### src/rtl/tmds_encoder_if.sv
// Pixel-side bundle of one TMDS channel: pixel/control inputs in, 10-bit character out.
// The encoder is the slave; the upstream video pipeline is the master.
interface tmds_encoder_if;
    logic       de_i;
    logic [7:0] data_i;
    logic       c0_i;
    logic       c1_i;
    logic [9:0] tmds_o;

    modport master (output de_i, output data_i, output c0_i, output c1_i, input tmds_o);
    modport slave  (input de_i, input data_i, input c0_i, input c1_i, output tmds_o);
endinterface

### src/rtl/tmds_encoder.sv
// TMDS 8b/10b channel encoder: stage 1 does transition minimisation (q_m);
// stage 2 does DC balancing with a running disparity, or inserts control tokens.
module tmds_encoder (
    input  logic          clk,
    input  logic          rst,
    tmds_encoder_if.slave bus
);

    localparam logic [9:0] TOKEN_00 = 10'h354;
    localparam logic [9:0] TOKEN_01 = 10'h0AB;
    localparam logic [9:0] TOKEN_10 = 10'h154;
    localparam logic [9:0] TOKEN_11 = 10'h2AB;

    // Stage 1 state
    logic [8:0] qm_d, qm_q;
    logic       de_d, de_q;
    logic       c0_d, c0_q;
    logic       c1_d, c1_q;
    logic       vld_d, vld_q;

    // Stage 2 state
    logic [9:0]        tmds_d, tmds_q;
    logic signed [4:0] cnt_d, cnt_q;

    logic [3:0]        n1d;
    logic              use_xnor;
    logic [3:0]        n1q;
    logic [3:0]        n0q;
    logic signed [4:0] diff;

    // Stage 1: choose XOR/XNOR chaining to minimise transitions.
    always_comb begin
        n1d = '0;
        for (int i = 0; i < 8; i++) begin
            n1d = n1d + 4'(bus.data_i[i]);
        end
        use_xnor = (n1d > 4'd4) || ((n1d == 4'd4) && !bus.data_i[0]);

        qm_d[0] = bus.data_i[0];
        for (int i = 1; i < 8; i++) begin
            qm_d[i] = use_xnor ? ~(qm_d[i-1] ^ bus.data_i[i]) : (qm_d[i-1] ^ bus.data_i[i]);
        end
        qm_d[8] = ~use_xnor;

        de_d  = bus.de_i;
        c0_d  = bus.c0_i;
        c1_d  = bus.c1_i;
        vld_d = 1'b1;
    end

    // Stage 2: diff is n1q - n0q of the registered q_m, always even in [-8, 8].
    always_comb begin
        // NOTE: every always_comb output gets a default first so no path can infer a latch.
        tmds_d = '0;
        cnt_d  = '0;

        n1q = '0;
        for (int i = 0; i < 8; i++) begin
            n1q = n1q + 4'(qm_q[i]);
        end
        n0q  = 4'd8 - n1q;
        diff = $signed(5'(n1q)) - $signed(5'(n0q));

        if (!vld_q) begin
            // Stage 1 still holds reset contents: keep the line at zero.
            tmds_d = '0;
            cnt_d  = '0;
        end else if (!de_q) begin
            cnt_d = '0;
            unique case ({c1_q, c0_q})
                2'b00:   tmds_d = TOKEN_00;
                2'b01:   tmds_d = TOKEN_01;
                2'b10:   tmds_d = TOKEN_10;
                default: tmds_d = TOKEN_11;
            endcase
        end else if ((cnt_q == 5'sd0) || (diff == 5'sd0)) begin
            tmds_d = {~qm_q[8], qm_q[8], qm_q[8] ? qm_q[7:0] : ~qm_q[7:0]};
            cnt_d  = qm_q[8] ? (cnt_q + diff) : (cnt_q - diff);
        end else if (((cnt_q > 5'sd0) && (diff > 5'sd0)) ||
                     ((cnt_q < 5'sd0) && (diff < 5'sd0))) begin
            tmds_d = {1'b1, qm_q[8], ~qm_q[7:0]};
            cnt_d  = cnt_q - diff + (qm_q[8] ? 5'sd2 : 5'sd0);
        end else begin
            tmds_d = {1'b0, qm_q[8], qm_q[7:0]};
            cnt_d  = cnt_q + diff - (qm_q[8] ? 5'sd0 : 5'sd2);
        end
    end

    // NOTE: sequential state uses non-blocking assignments so every flop samples pre-edge values.
    always_ff @(posedge clk) begin
        if (rst) begin
            qm_q   <= '0;
            de_q   <= 1'b0;
            c0_q   <= 1'b0;
            c1_q   <= 1'b0;
            vld_q  <= 1'b0;
            tmds_q <= '0;
            cnt_q  <= '0;
        end else begin
            qm_q   <= qm_d;
            de_q   <= de_d;
            c0_q   <= c0_d;
            c1_q   <= c1_d;
            vld_q  <= vld_d;
            tmds_q <= tmds_d;
            cnt_q  <= cnt_d;
        end
    end

    assign bus.tmds_o = tmds_q;

endmodule
### src/flat_wrapper.sv
// flat-port wrapper written by rule: the top's interface ports become plain ports
module tmds_encoder_flat 
  (clk, rst, bus_de_i, bus_data_i, bus_c0_i, bus_c1_i, bus_tmds_o);
  tmds_encoder_if bus_i ();
  input  logic clk;
  input  logic rst;
  input wire logic [$bits(bus_i.de_i)-1:0] bus_de_i;
  input wire logic [$bits(bus_i.data_i)-1:0] bus_data_i;
  input wire logic [$bits(bus_i.c0_i)-1:0] bus_c0_i;
  input wire logic [$bits(bus_i.c1_i)-1:0] bus_c1_i;
  output wire logic [$bits(bus_i.tmds_o)-1:0] bus_tmds_o;
  assign bus_i.de_i = bus_de_i;
  assign bus_i.data_i = bus_data_i;
  assign bus_i.c0_i = bus_c0_i;
  assign bus_i.c1_i = bus_c1_i;
  assign bus_tmds_o = bus_i.tmds_o;
  tmds_encoder u_core (.clk(clk), .rst(rst), .bus(bus_i));
endmodule
### config.mk
export PLATFORM = sky130hd
export DESIGN_NAME = tmds_encoder_flat
export DESIGN_NICKNAME = d
export VERILOG_FILES = /design/src/rtl/tmds_encoder_if.sv /design/src/rtl/tmds_encoder.sv /design/src/flat_wrapper.sv
export SDC_FILE = /design/constraint.sdc
export NUM_CORES = 1
export LEC_CHECK = 0
export CAP_MARGIN = 10
export CORE_MARGIN = 1
export CORE_UTILIZATION = 40
export CTS_BUF_LIST = sky130_fd_sc_hd__clkbuf_4 sky130_fd_sc_hd__clkbuf_8
export CTS_CLUSTER_SIZE = 24
export DETAILED_ROUTE_END_ITERATION = 8
export HOLD_SLACK_MARGIN = 0.02
export PLACE_DENSITY_LB_ADDON = 0.05
export SLEW_MARGIN = 20
export SYNTH_ARGS = -nofsm -noshare
export SYNTH_HDL_FRONTEND = slang
export SYNTH_SLANG_ARGS = --single-unit
### constraint.sdc
create_clock -name clk -period 6.3 [get_ports clk]
set_clock_uncertainty 0.2 [all_clocks]
set_input_delay 0.63 -clock clk [delete_from_list [all_inputs] [get_ports clk]]
set_output_delay 0.63 -clock clk [all_outputs]
set_load 0.05 [all_outputs]
After elaboration in Yosys (flattened, before gate mapping)
Cells that the tools add are included.
- register bits: 28
- word-level logic and storage cells: 84
- input port bits: 13
- reductions and logical operators: 12
- mux-type cells: 18
- bitwise logic cells: 19
- eq/ne operators: 3
- $add $sub $neg: 20
- magnitude comparators: 5
- operator list (cell ; number):
    4-bit by 1-bit adder with 4-bit output ; 12
    10-bit 2-to-1 mux ; 3
    10-bit case mux with 3 select lines ; 1
    5-bit 2-to-1 mux ; 3
    1-bit inverter ; 11
    5-bit adder ; 2
    5-bit by 1-bit greater-than comparator with 1-bit output, second input constant ; 2
    5-bit logical NOT ; 2
    5-bit by 1-bit less-than comparator with 1-bit output, second input constant ; 2
    5-bit subtractor ; 2
    1-bit 2-to-1 mux ; 8
    8-bit 2-to-1 mux ; 1
    8-bit inverter ; 1
    1-bit XOR ; 7
    4-bit by 4-bit subtractor with 5-bit output ; 1
    1-bit by 1-bit adder with 2-bit output ; 2
    4-bit by 3-bit equality test with 1-bit output, second input constant ; 1
    4-bit by 3-bit greater-than comparator with 1-bit output, second input constant ; 1
    2-bit 2-to-1 mux ; 2
    4-bit subtractor, first input constant ; 1
    1-bit logical AND ; 3
    1-bit logical OR ; 3
    3-bit OR reduction ; 1
    2-bit by 1-bit equality test with 1-bit output, second input constant ; 1
    other kinds (4) ; 4

Longest topological paths before layout
Gate-level depths: netlist of the first run.
- depth in word-level cells: 29
- mapped depth: 20
- gate-level depth less buffers: 20

Least setup slack after synthesis of the first run
No wires, ideal clock.
- kind: flip-flop to flip-flop
- from: register u_core.qm_q[0]
- to: register u_core.tmds_q[0], in the netlist u_core.bus.tmds_o[0]
- slack: 1.242 ns
- data required time: 6.029 ns
- cell stages (with the launch flop): 21
- buffers on the path: 0
- clock period less this slack: 5.058 ns
- data arrival time: 4.787 ns
- path through: dfxtp_1 > ha_1 > inv_1 > fa_1 > fa_1 > inv_1 > fa_1 > inv_1 > fa_1 > nand2b_1 > ha_1 > a21boi_0 > mux2i_1 > a21oi_2 > inv_1 > ha_1 > inv_1 > a32oi_1 > o311ai_4 > xor2_1 > a21oi_1
- word-level cells in the longest chain between the ends: 15
- elaborated cells on any way between the ends: 21
- those cells by class: add/sub (9); order compare (2); mux (4); bitwise (1); reduce/logical (5)
- ends and longest elaborated chain (item ; RTL line ; RTL):
    start: declaration ; tmds_encoder.sv:15 ; logic [8:0] qm_d, qm_q;
    start signal: assignment ; tmds_encoder.sv:100 ; qm_q <= qm_d;
    1-bit by 1-bit adder with 2-bit output ; tmds_encoder.sv:59 ; n1q = n1q + 4'(qm_q[i]);
    4-bit by 1-bit adder with 4-bit output (6 in a row) ; tmds_encoder.sv:59 ;
    4-bit subtractor ; tmds_encoder.sv:61 ; n0q = 4'd8 - n1q;
    4-bit by 4-bit subtractor with 5-bit output ; tmds_encoder.sv:62 ; diff = $signed(5'(n1q)) - $signed(5'(n0q));
    5-bit by 1-bit greater-than comparator with 1-bit output or 5-bit by 1-bit less-than comparator with 1-bit output (tied branches) ; tmds_encoder.sv:79, tmds_encoder.sv:80 ;
    1-bit logical AND, on equally long branches ; tmds_encoder.sv:79, tmds_encoder.sv:80 ;
    1-bit logical OR ; tmds_encoder.sv:79 ; end else if (((cnt_q > 5'sd0) && (diff > 5'sd0)) ||
    10-bit 2-to-1 mux ; tmds_encoder.sv:79 ;
    10-bit 2-to-1 mux (*) ; tmds_encoder.sv:76 ; end else if ((cnt_q == 5'sd0) || (diff == 5'sd0)) begin
    10-bit 2-to-1 mux (*) ; tmds_encoder.sv:68 ; end else if (!de_q) begin
    end signal: assignment ; tmds_encoder.sv:105 ; tmds_q <= tmds_d;
    end: declaration ; tmds_encoder.sv:22 ; logic [9:0] tmds_d, tmds_q;
Mark *: on every way between the ends. The rest lies on a longest branch, timed or not.
A chain may end at the register's enable or synchronous reset.

Worst setup path after layout of the first run
- from: register u_core.qm_q[1]
- to: register u_core.tmds_q[3], in the netlist u_core.bus.tmds_o[3]
- word-level cells in the longest chain between the ends: 15
- elaborated cells on any way between the ends: 19
- those cells by class: add/sub (9); order compare (2); mux (3); reduce/logical (5)
- ends and longest elaborated chain (item ; RTL line):
    1-bit by 1-bit adder with 2-bit output (*) ; tmds_encoder.sv:59
    4-bit by 1-bit adder with 4-bit output (*) (6 in a row) ; tmds_encoder.sv:59
    4-bit subtractor ; tmds_encoder.sv:61
    4-bit by 4-bit subtractor with 5-bit output (*) ; tmds_encoder.sv:62
    5-bit by 1-bit greater-than comparator with 1-bit output or 5-bit by 1-bit less-than comparator with 1-bit output (tied branches) ; tmds_encoder.sv:79, tmds_encoder.sv:80
    1-bit logical AND, on equally long branches ; tmds_encoder.sv:79, tmds_encoder.sv:80
    1-bit logical OR ; tmds_encoder.sv:79
    10-bit 2-to-1 mux ; tmds_encoder.sv:79
    10-bit 2-to-1 mux (*) ; tmds_encoder.sv:76
    10-bit 2-to-1 mux (*) ; tmds_encoder.sv:68
Marked as above.

==> results of run 1 <==
-- worst max-delay path: stages, from the launching register on --
cell      delay [ns]
dfxtp_1         0.34
ha_1            0.28
inv_1           0.05
fa_1            0.50
fa_1            0.54
inv_1           0.05
fa_1            0.45
inv_1           0.09
fa_1            0.54
nand2b_1        0.20
ha_1            0.21
a21boi_0        0.23
mux2i_1         0.15
a21oi_2         0.28
inv_1           0.10
ha_1            0.26
o311ai_4        0.60
xor2_1          0.22
a21oi_1         0.09
-- routing by layer --
layer / vias up / track usage [%]
met5: - / 0
met4: 0 / 2.61
met3: 2 / 2.50
met2: 14 / 30.8
met1: 704 / 21.3
li1: 730 / -
-- registers in the layout (all words and copies together) (netlist names) --
name	cells
u_core.bus.tmds_o	10
u_core.qm_q	9
u_core.cnt_q	5
u_core.c0_q	1
u_core.c1_q	1
u_core.de_q	1
u_core.vld_q	1
-- cells by family (layout without fill, tap and decap cells) --
family | Yosys count | after routing | share of synthesized area (%)
AND/OR/NAND/NOR | 38 | 38 | 9.94
flip-flops | 28 | 28 | 28.4
buffers and inverters | 38 | 61 | 7.22
AO/OA/AOI/OAI | 39 | 39 | 13.9
adder cells (fa/ha/maj) | 35 | 35 | 25.6
multiplexers | 6 | 6 | 3.04
XOR/XNOR | 26 | 26 | 11.9
-- through the flow --
| step | utilization [%] | hold slack (ns) | std cells | worst slack, ns | cell area (sq um) |
|---|---|---|---|---|---|
| 2_1_floorplan | - | 0.253 | 210 | 1.24 | 1980 |
| 3_3_place_gp | 48.0 | 0.292 | 296 | 1.00 | 2270 |
| 3_5_place_dp | 48.0 | 0.290 | 296 | 0.839 | 2270 |
| 4_1_cts | 49.5 | 0.310 | 300 | 0.806 | 2340 |
| 5_1_grt | 49.5 | 0.321 | 300 | 0.385 | 2340 |
| 6_report | 49.5 | 0.307 | 300 | 0.771 | 2340 |
-- cell usage after synthesis (2+ instances only) --
cell type	instances	area share (%)
fa_1	9	9.1
and2_1	3	0.95
mux2i_1	6	3.0
inv_1	35	6.6
nand3_1	2	0.51
nor2b_1	7	2.2
a211oi_1	2	0.76
nand2b_1	2	0.63
o21ai_0	5	1.3
clkbuf_1	3	0.57
a21o_1	2	0.76
a32oi_1	2	0.89
nand2_1	3	0.57
dfxtp_1	28	28
o21bai_1	2	0.76
nor2_1	13	2.5
ha_1	26	16
and3_1	2	0.63
xnor2_1	16	7.1
xor2_1	9	4.0
nor3b_1	2	0.76
a21oi_1	13	3.3
o21ai_1	3	0.76
-- area by class of cell --
cell class / count / area share, %
clock buffers: 3 / 1.76
well taps: 67 / 3.58
multi-input cells: 144 / 54.4
flip-flops and latches: 28 / 24.0
clock inverters: 1 / 1.28
inverters: 35 / 5.61
repair buffers: 22 / 9.41
-- how the worst min path moves through the flow --
stage                                       to  slack (ns)
floorplan           u_core.cnt_q[0]$_SDFF_PP0_        0.25
CTS                 u_core.cnt_q[0]$_SDFF_PP0_        0.31
finish              u_core.cnt_q[0]$_SDFF_PP0_        0.31
detailed placement  u_core.cnt_q[0]$_SDFF_PP0_        0.29
global placement    u_core.cnt_q[0]$_SDFF_PP0_        0.29
global route        u_core.cnt_q[0]$_SDFF_PP0_        0.32
-- layout by cell type, fill, tap and decap left out, drive strengths merged, types with 7 or more instances in the layout --
| master | synthesis | routed |
|---|---|---|
| a21oi | 14 | 14 |
| ha | 26 | 26 |
| xor2 | 9 | 9 |
| nor2b | 7 | 7 |
| fa | 9 | 9 |
| o21ai | 8 | 8 |
| dfxtp | 28 | 28 |
| xnor2 | 17 | 17 |
| nor2 | 13 | 13 |
| inv | 35 | 35 |
| clkdlybuf4s50 | 0 | 22 |
==> reports/metrics.yaml, run 1 <==
ff2ff_path_depth: 18
grt_pass1_vias: 1538
finalHoldViolCount: 0
yosys.cell_types.count: 38
ys_seq_area_share_pct: 28.4
worst_pin_slew_ns: 0.635
fin_crit_sh_pct: 87.8
place_hpwl_microns: 3210
cts_tree: "built"
setup_violations: 0
pin_count: 23
regArea_sq_um: 561
dr_wl_met2_microns: 1900
die_y_microns: 72.3
clock-sinks: 28
n_fill_cell: 450
grt_max_degree: 17
endpoint_kind: "flop"
outcome: "finished, final reports clean"
n_antenna_cell: 0
drv_cap: 0
die-area_sq_mm: 0.00522
multi_input_area_sq_mm: 0.00127
fmax_ghz: 0.181
grt_use_total_pct: 16.8
num_vias: 1450
syn_area_sq_mm: 0.00198
num_rows: 25
core_area_sq_mm: 0.00472
synth_top_flop_cell: "dfxtp_1"
ys_warn_count: 0
cts_inserted_buffers: 3
die_w_microns: 72.3
maxSlewViolCount: 0
dr_wl_met3_microns: 65
syn_avg_cell_area_sq_um: 9.41
h-tree-depth: 1
setup_tns_ns: 0
critPathLaunch: "u_core.qm_q[1]$_SDFF_PP0_"
ff2ff_setup_slack_ns: 0.77
relSlewSlack_pct: 57.3
drc_errors: 0
drive_gt1_share_pct: 3.86
rr_endpoint: "u_core.bus.tmds_o[3]$_SDFF_PP0_"
grt_pass1_wl_microns: 6860
ys_seq_elements: 28
clock_path_buffers: 2
clkTransAtPathRegs_ns: 0.09
drtIter0Drc: 35
overflow: 0
hold_depth: 1
drtAntennaViolNets: 0
critical_path_class: "reg -> reg"
postRouteWirelength_microns: 3800
cp.arrival_ns: 5.46
period_minus_slack_ns: 5.53
synth-async-reset-ratio_pct: 0
dr.pass1.iters: 4
postCtsSetupRepairBufs: 0
cts_resized: 0
hp-class: "reg -> reg"
rsz0062_at_grt: "false"
synth_fp_nets: 258
routabilityCongestion: 0.801
worst_ep_required_time_ns: 6.23
met1_length_microns: 1810
syn2layout_area_growth_pct: 18.4
highest_layer: "met4"
synthCells: 210
endpoint: "u_core.bus.tmds_o[3]$_SDFF_PP0_"
initial_core_util_pct: 41.8
critPathLaunchType: "flop"
antenna_found_initial: 0
nets: 282
clock_latency_ns: 0.26
hold_buffers: 0
vias_per_cell: 4.83
r2r-start: "u_core.qm_q[1]$_SDFF_PP0_"
root_buffer: "clkbuf_8"
crit_fanout: 9
synth-edff-count: 0
port_buffers: 22
min-delay-start: "u_core.cnt_q[0]$_SDFF_PP0_"
wire_per_inst_microns: 12.7
Power of run 1 is not shown: default switching activity piles up to over one toggle a cycle in this logic, so the estimate is an artifact.
==> run 2, diff against run 1 <==
--- a/config.mk
+++ b/config.mk
@@ -7,7 +7,7 @@
 export LEC_CHECK = 0
 export CAP_MARGIN = 10
 export CORE_MARGIN = 1
-export CORE_UTILIZATION = 40
+export CORE_UTILIZATION = 58
 export CTS_BUF_LIST = sky130_fd_sc_hd__clkbuf_4 sky130_fd_sc_hd__clkbuf_8
 export CTS_CLUSTER_SIZE = 24
 export DETAILED_ROUTE_END_ITERATION = 8
==> run 2 against run 1 <==
Compared with the run above: hold slack improved by 0.0072 ns; fmax increased by 0.79%; non-clock buffer count unchanged; global-route usage increased by 5.9 points; final cell count decreased by 7.7%; design area decreased by 2.0%; critical path type unchanged; critical endpoint unchanged.
==> reports/metrics.yaml, run 2 (synthesized netlist as in run 1, its figures left out) <==
critPathLaunchType: "flop"  # unchanged
n_antenna_cell: 0  # unchanged
maxSlewViolCount: 0  # unchanged
num_rows: 20  # was 25
cp_top_family: "adder cells"  # unchanged
fin_crit_sh_pct: 87.1  # was 87.8%
clkTransAtPathRegs_ns: 0.15  # was 0.09 ns
die-area_sq_mm: 0.00364  # was 0.00522 sq mm
setup_violations: 0  # unchanged
cp.arrival_ns: 5.55  # was 5.46 ns
num_vias: 1421  # was 1450
finalHoldViolCount: 0  # unchanged
place_hpwl_microns: 3090  # was 3210 microns
grt_max_degree: 17  # unchanged
n_fill_cell: 243  # was 450
endpoint_kind: "flop"  # unchanged
largest_register_ffs: 10  # unchanged
dr.pass1.iters: 4  # unchanged
worst_ep_required_time_ns: 6.37  # was 6.23 ns
instances_no_fill: 277  # was 300
hold_depth: 1  # unchanged
min-delay-start: "u_core.cnt_q[0]$_SDFF_PP0_"  # unchanged
regArea_sq_um: 561  # unchanged
outcome: "finished, final reports clean"  # unchanged
clock-sinks: 28  # unchanged
worst_pin_slew_ns: 0.710  # was 0.635 ns
clock_path_buffers: 2  # unchanged
crit_fanout: 9  # unchanged
grt_pass1_vias: 1385  # was 1538
cts_tree: "built"  # unchanged
path_depth: 20  # was 18
syn2layout_area_growth_pct: 16.0  # was 18.4%
die_w_microns: 60.4  # was 72.3 microns
setup_tns_ns: 0  # unchanged
ff2ff_setup_slack_ns: 0.81  # was 0.77 ns
overflow: 0  # unchanged
h-tree-depth: 1  # unchanged
grt_use_total_pct: 22.8  # was 16.8%
drive_gt1_share_pct: 3.86  # unchanged
initial_core_util_pct: 62.7  # was 41.8%
final_common_cell: "inv_1"  # unchanged
cts_resized: 0  # unchanged
hp-class: "reg -> reg"  # unchanged
postRouteWirelength_microns: 3660  # was 3800 microns
rr_endpoint: "u_core.bus.tmds_o[3]$_SDFF_PP0_"  # unchanged
max_stage_delay_ns: 0.57  # was 0.60 ns
wire_per_inst_microns: 13.2  # was 12.7 microns
routabilityCongestion: 0.909  # was 0.801
cts_inserted_buffers: 3  # unchanged
clock_latency_ns: 0.33  # was 0.26 ns
ff2ff_path_depth: 20  # was 18
die_y_microns: 60.4  # was 72.3 microns
period_minus_slack_ns: 5.49  # was 5.53 ns
hold_buffers: 0  # unchanged
port_buffers: 22  # unchanged
relSlewSlack_pct: 52.7  # was 57.3%
finalWorstSetupSlack_ns: 0.814  # was 0.771 ns
dpl_worst_slack_ns: 0.820  # was 0.839 ns
nets: 282  # unchanged
cp.buffers_inverters: 5  # was 4
critPathSlowestCell: "fa_1"  # was o311ai_4
drv_cap: 0  # unchanged
rsz0062_at_grt: "false"  # unchanged
grt_pass1_wl_microns: 6150  # was 6860 microns
root_buffer: "clkbuf_4"  # was clkbuf_8
vias_per_cell: 5.13  # was 4.83
multi_input_area_sq_mm: 0.00127  # unchanged
antenna_found_initial: 0  # unchanged
drtAntennaViolNets: 0  # unchanged
core_area_sq_mm: 0.00315  # was 0.00472 sq mm
r2r-start: "u_core.qm_q[0]$_SDFF_PP0_"  # was u_core.qm_q[1]$_SDFF_PP0_
cpMostUsedCell: "inv_1"
critical_path_class: "reg -> reg"  # unchanged
whs_endpoint: "u_core.cnt_q[0]$_SDFF_PP0_"  # unchanged
fmax_ghz: 0.182  # was 0.181 GHz
drtIter0Drc: 29  # was 35
mostFrequentLayoutCells: "35 x inv_1, 28 x dfxtp_1, 26 x ha_1"  # unchanged
pin_count: 23  # unchanged
drc_errors: 0  # unchanged
place_inst: 273  # was 296
crit_chain: "ha_1 > inv_1 > fa_1 > fa_1 > inv_1 > fa_1 > inv_1 > fa_1 > nand2b_1 > ha_1 > a21boi_0 > mux2i_1 > a21oi_2 > inv_1 > ha_1 > inv_1 > a32oi_1 > o311ai_4 > xor2_1 > a21oi_1"  # was ha_1 > inv_1 > fa_1 > fa_1 > inv_1 > fa_1 > inv_1 > fa_1 > nand2b_1 > ha_1 > a21boi_0 > mux2i_1 > a21oi_2 > inv_1 > ha_1 > o311ai_4 > xor2_1 > a21oi_1
postCtsSetupRepairBufs: 0  # unchanged
[run 2: cell counts in the layout (fill, tap and decap cells not counted)]
No cell type changed its count.
[run 2: routing by layer]
metal | vias up | track usage (%) | part of all wire, %
met5 | - | 0 | 0
met4 | 0 | 5.98 | 0.79
met3 | 4 | 3.62 | 2.5
met2 | 28 | 38.0 | 48
met1 | 659 | 30.7 | 49
li1 | 730 | - | -
[run 2: metrics by stage]
stage	utilization [%]	cell area, sq um	hold WS [ns]
final	72.7	2290	0.315
after global routing	72.7	2290	0.337
after CTS	72.7	2290	0.313
after floorplan	-	1980	0.253
after detailed placement	71.0	2240	0.295
after global placement	71.0	2240	0.295
[run 2: worst max-delay path by stage]
stage / startpoint / end / slack, ns
3_3_place_gp: u_core.qm_q[0]$_SDFF_PP0_ / u_core.bus.tmds_o[3]$_SDFF_PP0_ / 1.04
2_1_floorplan: u_core.qm_q[0]$_SDFF_PP0_ / u_core.bus.tmds_o[0]$_SDFF_PP0_ / 1.24
3_5_place_dp: u_core.qm_q[0]$_SDFF_PP0_ / u_core.cnt_q[3]$_SDFF_PP0_ / 0.82
6_report: u_core.qm_q[0]$_SDFF_PP0_ / u_core.bus.tmds_o[3]$_SDFF_PP0_ / 0.81
5_1_grt: u_core.qm_q[1]$_SDFF_PP0_ / u_core.cnt_q[3]$_SDFF_PP0_ / 0.50
4_1_cts: u_core.qm_q[0]$_SDFF_PP0_ / u_core.bus.tmds_o[3]$_SDFF_PP0_ / 0.81
[run 2: area by class of cell]
cell class	count	share of cell area (%)
clock inverter	1	1.31
sequential	28	24.5
multi-input combinational	144	55.5
timing repair buffer	22	9.61
clock buffer	3	0.983
inverter	35	5.73
tap	44	2.40
Power of run 2 is left out for the same reason.
==> run 3, diff against run 2 <==
--- a/config.mk
+++ b/config.mk
@@ -5,7 +5,7 @@
 export SDC_FILE = /design/constraint.sdc
 export NUM_CORES = 1
 export LEC_CHECK = 0
-export CAP_MARGIN = 10
+export CAP_MARGIN = 20
 export CORE_MARGIN = 1
 export CORE_UTILIZATION = 58
 export CTS_BUF_LIST = sky130_fd_sc_hd__clkbuf_4 sky130_fd_sc_hd__clkbuf_8
==> results of run 3 <==
The final DEF is identical to that of run 2; final timing and power are the same.
Power of run 3 is left out for the same reason.
